$ cat src/rtl/fg_prog_sequencer.sv
// ---------------------------------------------------------------------------
// fg_prog_sequencer
//   Drives the program/run pins and the gate/drain address and enable lines
//   of a floating-gate island for one injection pulse per command.
//   Sequence: IDLE -> SETUP (SETTLE_CYC) -> SELECT (1) -> PULSE (cmd_width)
//             -> HOLD (HOLD_CYC) -> IDLE (done pulse).
//
// Parameters
//   SETTLE_CYC : cycles in program mode before the gate select (1..255)
//   HOLD_CYC   : cycles addresses are held after the pulse (1..255)
//
// Ports
//   clk, rst              : clock, synchronous active-high reset
//   cmd_valid / cmd_ready : command handshake (ready only in IDLE)
//   cmd_row, cmd_col      : drain row / gate column, latched on accept
//   cmd_width             : pulse width in cycles (0 skips the pulse)
//   abort                 : end the sequence early (SETUP/SELECT/PULSE only)
//   prog, run             : island mode pins
//   gate_en, gate_b       : GateEnable, GateB[1:0]
//   drain_en, drain_b     : DrainEnable, DrainB[4:0]
//   busy, done, aborted   : status; done is a one-cycle pulse, aborted is
//                           valid with done and cleared on the next accept
//   pulse_count           : only with FG_PROG_PULSE_COUNT_EN defined; counts
//                           completed, non-aborted sequences with width > 0,
//                           saturating at 65535
//
// Optional feature macro: FG_PROG_PULSE_COUNT_EN
// All outputs come straight from flops.
// ---------------------------------------------------------------------------
module fg_prog_sequencer #(
  parameter int unsigned SETTLE_CYC = 8,
  parameter int unsigned HOLD_CYC   = 4
) (
  input  logic        clk,
  input  logic        rst,
  input  logic        cmd_valid,
  output logic        cmd_ready,
  input  logic [4:0]  cmd_row,
  input  logic [1:0]  cmd_col,
  input  logic [15:0] cmd_width,
  input  logic        abort,
  output logic        prog,
  output logic        run,
  output logic        gate_en,
  output logic [1:0]  gate_b,
  output logic        drain_en,
  output logic [4:0]  drain_b,
  output logic        busy,
  output logic        done,
  output logic        aborted
`ifdef FG_PROG_PULSE_COUNT_EN
  ,
  output logic [15:0] pulse_count
`endif
);

  typedef enum logic [2:0] {
    IDLE,
    SETUP,
    SELECT,
    PULSE,
    HOLD
  } state_e;

  // Counters are loaded with (length - 1) and the phase ends when they read 0,
  // so a width of 65535 fits the 16-bit counter and runs in full.
  localparam logic [15:0] SETTLE_LOAD = 16'(SETTLE_CYC - 1);
  localparam logic [15:0] HOLD_LOAD   = 16'(HOLD_CYC - 1);

  state_e      state_q, state_d;
  logic [15:0] cnt_q, cnt_d;
  logic [15:0] width_q, width_d;
  logic [1:0]  gate_b_q, gate_b_d;
  logic [4:0]  drain_b_q, drain_b_d;
  logic        aborted_q, aborted_d;
  logic        done_q, done_d;
  logic        prog_q, prog_d;
  logic        run_q, run_d;
  logic        gate_en_q, gate_en_d;
  logic        drain_en_q, drain_en_d;
  logic        busy_q, busy_d;
  logic        cmd_ready_q, cmd_ready_d;
`ifdef FG_PROG_PULSE_COUNT_EN
  logic [15:0] pulse_count_q, pulse_count_d;
`endif

  logic accept;
  logic abortable;

  assign accept    = cmd_valid && cmd_ready_q;
  assign abortable = (state_q == SETUP) || (state_q == SELECT) || (state_q == PULSE);

  always_comb begin
    // NOTE: every signal gets a default before the case so no path leaves it
    // unassigned; otherwise synthesis would infer a latch.
    state_d   = state_q;
    cnt_d     = cnt_q;
    width_d   = width_q;
    gate_b_d  = gate_b_q;
    drain_b_d = drain_b_q;
    aborted_d = aborted_q;
    done_d    = 1'b0;

    if (abortable && abort) begin
      state_d   = HOLD;
      cnt_d     = HOLD_LOAD;
      aborted_d = 1'b1;
    end else begin
      unique case (state_q)
        IDLE: begin
          if (accept) begin
            state_d   = SETUP;
            cnt_d     = SETTLE_LOAD;
            width_d   = cmd_width;
            gate_b_d  = cmd_col;
            drain_b_d = cmd_row;
            aborted_d = 1'b0;
          end
        end
        SETUP: begin
          if (cnt_q == '0) state_d = SELECT;
          else             cnt_d   = cnt_q - 16'd1;
        end
        SELECT: begin
          if (width_q == '0) begin
            state_d = HOLD;
            cnt_d   = HOLD_LOAD;
          end else begin
            state_d = PULSE;
            cnt_d   = width_q - 16'd1;
          end
        end
        PULSE: begin
          if (cnt_q == '0) begin
            state_d = HOLD;
            cnt_d   = HOLD_LOAD;
          end else begin
            cnt_d = cnt_q - 16'd1;
          end
        end
        HOLD: begin
          if (cnt_q == '0) begin
            state_d = IDLE;
            done_d  = 1'b1;
          end else begin
            cnt_d = cnt_q - 16'd1;
          end
        end
        default: state_d = IDLE;
      endcase
    end

    // Outputs are decoded from the next state so they are registered yet
    // line up with the state they describe.
    prog_d      = (state_d != IDLE);
    run_d       = (state_d == IDLE);
    gate_en_d   = (state_d == SELECT) || (state_d == PULSE);
    drain_en_d  = (state_d == PULSE);
    busy_d      = (state_d != IDLE);
    cmd_ready_d = (state_d == IDLE);

`ifdef FG_PROG_PULSE_COUNT_EN
    pulse_count_d = pulse_count_q;
    if (done_d && !aborted_q && (width_q != '0) && (pulse_count_q != 16'hFFFF))
      pulse_count_d = pulse_count_q + 16'd1;
`endif
  end

  always_ff @(posedge clk) begin
    // NOTE: reset is synchronous and also clears the latched addresses and
    // width, so a command seen together with rst is never taken.
    if (rst) begin
      state_q     <= IDLE;
      cnt_q       <= '0;
      width_q     <= '0;
      gate_b_q    <= '0;
      drain_b_q   <= '0;
      aborted_q   <= 1'b0;
      done_q      <= 1'b0;
      prog_q      <= 1'b0;
      run_q       <= 1'b1;
      gate_en_q   <= 1'b0;
      drain_en_q  <= 1'b0;
      busy_q      <= 1'b0;
      cmd_ready_q <= 1'b1;
`ifdef FG_PROG_PULSE_COUNT_EN
      pulse_count_q <= '0;
`endif
    end else begin
      // NOTE: non-blocking assignments for all state so every flop samples
      // the values from before this edge.
      state_q     <= state_d;
      cnt_q       <= cnt_d;
      width_q     <= width_d;
      gate_b_q    <= gate_b_d;
      drain_b_q   <= drain_b_d;
      aborted_q   <= aborted_d;
      done_q      <= done_d;
      prog_q      <= prog_d;
      run_q       <= run_d;
      gate_en_q   <= gate_en_d;
      drain_en_q  <= drain_en_d;
      busy_q      <= busy_d;
      cmd_ready_q <= cmd_ready_d;
`ifdef FG_PROG_PULSE_COUNT_EN
      pulse_count_q <= pulse_count_d;
`endif
    end
  end

  assign cmd_ready = cmd_ready_q;
  assign prog      = prog_q;
  assign run       = run_q;
  assign gate_en   = gate_en_q;
  assign gate_b    = gate_b_q;
  assign drain_en  = drain_en_q;
  assign drain_b   = drain_b_q;
  assign busy      = busy_q;
  assign done      = done_q;
  assign aborted   = aborted_q;
`ifdef FG_PROG_PULSE_COUNT_EN
  assign pulse_count = pulse_count_q;
`endif

endmodule

$ cat config.mk
export PLATFORM = sky130hd
export DESIGN_NAME = fg_prog_sequencer
export DESIGN_NICKNAME = d
export VERILOG_FILES = /design/src/rtl/fg_prog_sequencer.sv
export SDC_FILE = /design/constraint.sdc
export NUM_CORES = 1
export LEC_CHECK = 0
export BUFFER_PORTS_ARGS = -buffer_cell sky130_fd_sc_hd__buf_2
export CORE_UTILIZATION = 30
export DETAILED_ROUTE_END_ITERATION = 10
export PLACE_DENSITY_LB_ADDON = 0.1
export SLEW_MARGIN = 20
export SYNTH_ARGS = -nofsm -noshare
export SYNTH_HDL_FRONTEND = slang
export SYNTH_SLANG_ARGS = --single-unit
export TNS_END_PERCENT = 20
$ cat constraint.sdc
create_clock -name clk -period 2.65 [get_ports clk]
set_input_delay 0.1325 -clock clk [delete_from_list [all_inputs] [get_ports clk]]
set_output_delay 0.1325 -clock clk [all_outputs]
set_load 0.01 [all_outputs]
### After elaboration in Yosys (flattened, before gate mapping)

Cells that the tools add are included.

| word-level totals | value |
|---|---|
| output and inout port bits | 15 |
| input port bits | 27 |
| register bits | 48 |

| cells by class | value |
|---|---|
| muxes and demuxes | 17 |
| reductions and logical operators | 21 |
| add/subtract/negate cells | 2 |
| equality and inequality tests | 10 |
| bitwise operators | 2 |

Operators by type and width:

| cell | count |
|---|---|
| 2-to-1 mux 16 bit | 4 |
| case mux 16 bit (4 select lines) | 1 |
| zero test 16 bit | 2 |
| subtractor 16 x 1 -> 16 bit, second input constant | 2 |
| 2-to-1 mux 3 bit | 6 |
| case mux 3 bit (5 select lines) | 1 |
| equality test 3 x 2 -> 1 bit, second input constant | 4 |
| AND reduction 3 bit | 3 |
| zero test 3 bit | 2 |
| inequality test 3 bit, second input constant | 2 |
| nonzero test 5 bit | 1 |
| 2-to-1 mux 1 bit | 4 |
| inequality test 2 bit, second input constant | 2 |
| nonzero test 2 bit | 2 |
| nonzero test 4 bit | 1 |
| OR reduction 2 bit | 2 |
| equality test 3 x 1 -> 1 bit, second input constant | 1 |
| equality test 3 bit, second input constant | 1 |
| logical OR 1 bit | 3 |
| nonzero test 3 bit | 1 |
| OR reduction 3 bit | 1 |
| logical AND 1 bit | 2 |
| 2-to-1 mux 2 bit | 1 |
| NOT 1 bit | 2 |
| AND reduction 2 bit | 1 |

### Longest topological paths before layout

| logic depth | value |
|---|---|
| depth after elaboration | 7 |
| gate-level depth with buffers | 10 |
| mapped depth without buffers | 8 |

### Worst setup path after synthesis

OpenSTA, ideal clock, no wires.

| path | value |
|---|---|
| path type | flip-flop to flip-flop |
| start | reg cnt_q[0] |
| end | reg cnt_q[4] |
| arrival | 1.958 ns |
| clock period less this slack | 2.080 ns |
| cell stages (with the launch flop) | 11 |
| setup time | 0.122 ns |
| slack | 0.570 ns |
| path through | dfxtp_1 inv_1 ha_1 nor4b_2 and4_1 buf_6 a221oi_4 or3_1 buf_6 o21ai_2 a221o_1 |

| between the ends | value |
|---|---|
| word-level cells in the longest chain between the ends | 3 |

RTL lines:

| item | RTL line | text |
|---|---|---|
| from (decl) | 71 | `logic [15:0] cnt_q, cnt_d;` |
| from (signal assigned) | 193 | `cnt_q <= cnt_d;` |
| subtractor 16 x 1 -> 16 bit / zero test 16 bit (equally long branches) | - |  |
| 2-to-1 mux 16 bit, or another cell as far along | 121, 142 |  |
| case mux 16 bit (4 select lines) / AND reduction 3 bit (equally long branches) | - |  |

Several ways; a longest one is shown, not always the timed one. The select of a mux whose other input is x is not followed.
A chain may end at the register's enable or synchronous reset.

### Worst setup path in the final report

Ends and elaborated chain as after synthesis.

==> metrics.txt <==
status=finished clean; worst-path maximum fanout=9; Reg2Reg Depth=9; Reg clk slew, reported paths=0.10 ns; row count=33; main combinational cell family by area after synthesis=simple AND/OR/NAND/NOR gates; Startpoint Class=flop; cts bufs inserted=5; n_diodes=0; grt ovf=0; critical path endpoint category=flop; initial antenna violation count=0; # placed instances=462; Fin. Hold Viols=0; Max H-tree Level=2; simple-gate portion of the synthesized area=0.280; final setup TNS=0 ns; Worst Hold Depth=3; Clock Tree Root=clkbuf_8; post-synth top area share=0.366; Syn Inst Count=roughly 330; fin crit period=2.31 ns; vias in the first global route=2346; CTS tree=yes; Net Count, Synth=356; Final Net Count=395; Peak VDD IR=0.318 mV; Hold Crit Start=cmd_row[0]; Antenna Nets Post-Route=0; Synth Register Bits=48; library cells used by synthesis=50; hold path endpoint=drain_b[0]; Synth area leaders=dfxtp_1 (37%), nand2_1 (8.4%), a21oi_1 (6.1%); Die ar.=9140 um^2; pwr dens=roughly 1300 nW/um^2; clk_lat worst skew=0.30 ns; r2r setup slk=0.34 ns; non-filler cells, final=470; PostCTS Resize Cnt=0; DPL Wire Length=5.04 mm; slew of the pin with the lowest slew margin=0.556 ns; Crit path required time=~2.9 ns; Core ar.=~8300 um^2; deepest clock path buffer count=2; Critical R2R Launch=cnt_q[0]; FILL cells=910; largest net degree at the start of global routing=29; mux share of post-synthesis cell area=0.00762; hold bufs inserted after CTS=0; DR vias/cell=5.08; DIE WIDTH=roughly 96 um; crit path DAT=2.50 ns; initial DRC count=123; per-cell routed wire length=approximately 14 um; Total Routed Length=6.80 mm; cell with the most instances after synthesis=nand2_1; Leak=1.23 nW; Fin Clk Skew=0.0101 ns; RSZ-0062 raised after global routing=no; Avg Inst Size Synth=8.08 um^2; Adder-Cell Fraction of Synth Area=0.0190; area leader, netlist=dfxtp_1; Netlist Area Pre-Place=2630 um^2; Util after Layout=0.367; first-pass GRT wire length=11.8 mm; clock sinks=48; Ys Warns=0; sequential share of the synthesized area=0.366; class of the most critical setup path=reg -> reg; main flop type after synthesis=dfxtp_1; complex-gate fraction of the synthesized area=0.230; max cap viols=0; Async S/R FF share, synth=0; Initial Utilization=0.315; Final period util=0.871; max_slew headroom=0.627; share of cells above drive strength 1=0.216; Fmax achieved=433 MHz; via count=2388; first drt pass iteration count=4; routability congestion estimate=approximately 0.8; worst r2r dst=cnt_q[4]; Slew Viols, Final=0; # setup viols final=0; I/O pins=42; gr usage total=0.166; top cells by count, synth=nand2_1 (59), dfxtp_1 (48), a21oi_1 (32); Synth-to-Final Area Change=16.5%; die span in y=95.6 um; Post-synth EDFFs=0; Port Buffers=41; Hold WC Path Type=in -> reg; DRC viols=0; post-CTS setup buffer count=0; xor and xnor area share after synthesis=0.0500
## layout make-up
class,count,area (um^2),area share
clock buffers,7,96.3,0.0315
clock inverters,1,30.0,0.00981
inverters,8,30.0,0.00981
multi-input cells,251,1540,0.503
flip-flops and latches,48,961,0.314
well taps,105,131,0.0429
repair buffers,50,273,0.0891
## worst max-delay path by stage
stage / from / endpoint / slack, ns / depth (start not counted)
detailed placement: cnt_q[0] / cnt_q[4] / 0.34 / 9
finish: cnt_q[0] / cnt_q[4] / 0.34 / 9
global route: cnt_q[0] / cnt_q[4] / 0.18 / 9
floorplan: cnt_q[0] / cnt_q[4] / 0.57 / 10
CTS: cnt_q[0] / cnt_q[4] / 0.33 / 9
global placement: cnt_q[0] / cnt_q[4] / 0.41 / 9
## power breakdown
part           switching (W)  internal [W]  total, W
clock               0.000255      0.000334  0.000588
sequential          0.000205      0.000893   0.00110
combinational        0.00131      0.000901   0.00221
## flip-flops by register name, indices dropped and copies added, names as in the netlist
signal	count
cnt_q	16
width_q	16
drain_b	5
state_q	3
gate_b	2
aborted	1
busy	1
cmd_ready	1
done	1
drain_en	1
gate_en	1
## critical path, stage by stage, from the launching register on
cell	delay (ns)
dfxtp_1	0.38
inv_1	0.09
ha_1	0.19
nor4b_2	0.17
and4_1	0.27
a221oi_4	0.39
or3_1	0.16
buf_4	0.19
o21ai_2	0.07
a221o_1	0.29
## logic make-up (layout without fill, tap and decap cells)
| kind of cell | after synthesis | after routing |
|---|---|---|
| simple gates | 142 | 142 |
| compound gates | 88 | 88 |
| flops | 48 | 48 |
| buf+inv | 26 | 66 |
| xor+xnor | 15 | 15 |
| fa+ha+maj | 4 | 4 |
| mux | 2 | 2 |
## placed cells by master, fill, tap and decap left out, types with 3 or more instances in the layout
cell type  count
nor2_1        26
dfxtp_1       48
nor3b_1        4
nor3_1        15
buf_2         41
nand3_1        5
o21ai_0        8
nand2_1       59
clkbuf_8       7
nand3b_1       3
o22ai_1        6
buf_4          9
nor4_4         3
o21ai_2        9
a22o_1         9
nand2b_1       5
o21ai_1        4
xor2_1         5
or3_1          4
inv_1          8
xnor2_1       10
and3_1         3
a21oi_1       32
a211oi_1       3
ha_1           4
## routing by layer
layer  wire, um  global-route usage
met3        207              0.0271
met1       3520               0.241
met4         82              0.0398
met5          0                   0
met2       2990               0.253
## through the flow
stage / hold WS, ns / total power (W) / cell area (um^2) / worst slack (ns)
4_1_cts: 0.0547 / 0.00393 / 3060 / 0.330
2_1_floorplan: 0.268 / 0.00280 / 2630 / 0.570
5_1_grt: 0.0478 / 0.00429 / 3060 / 0.181
6_report: 0.0659 / 0.00390 / 3060 / 0.343
3_3_place_gp: 0.372 / 0.00333 / 2940 / 0.405
3_5_place_dp: 0.380 / 0.00333 / 2940 / 0.343
Note: power is estimated with default switching activity, not from simulation.
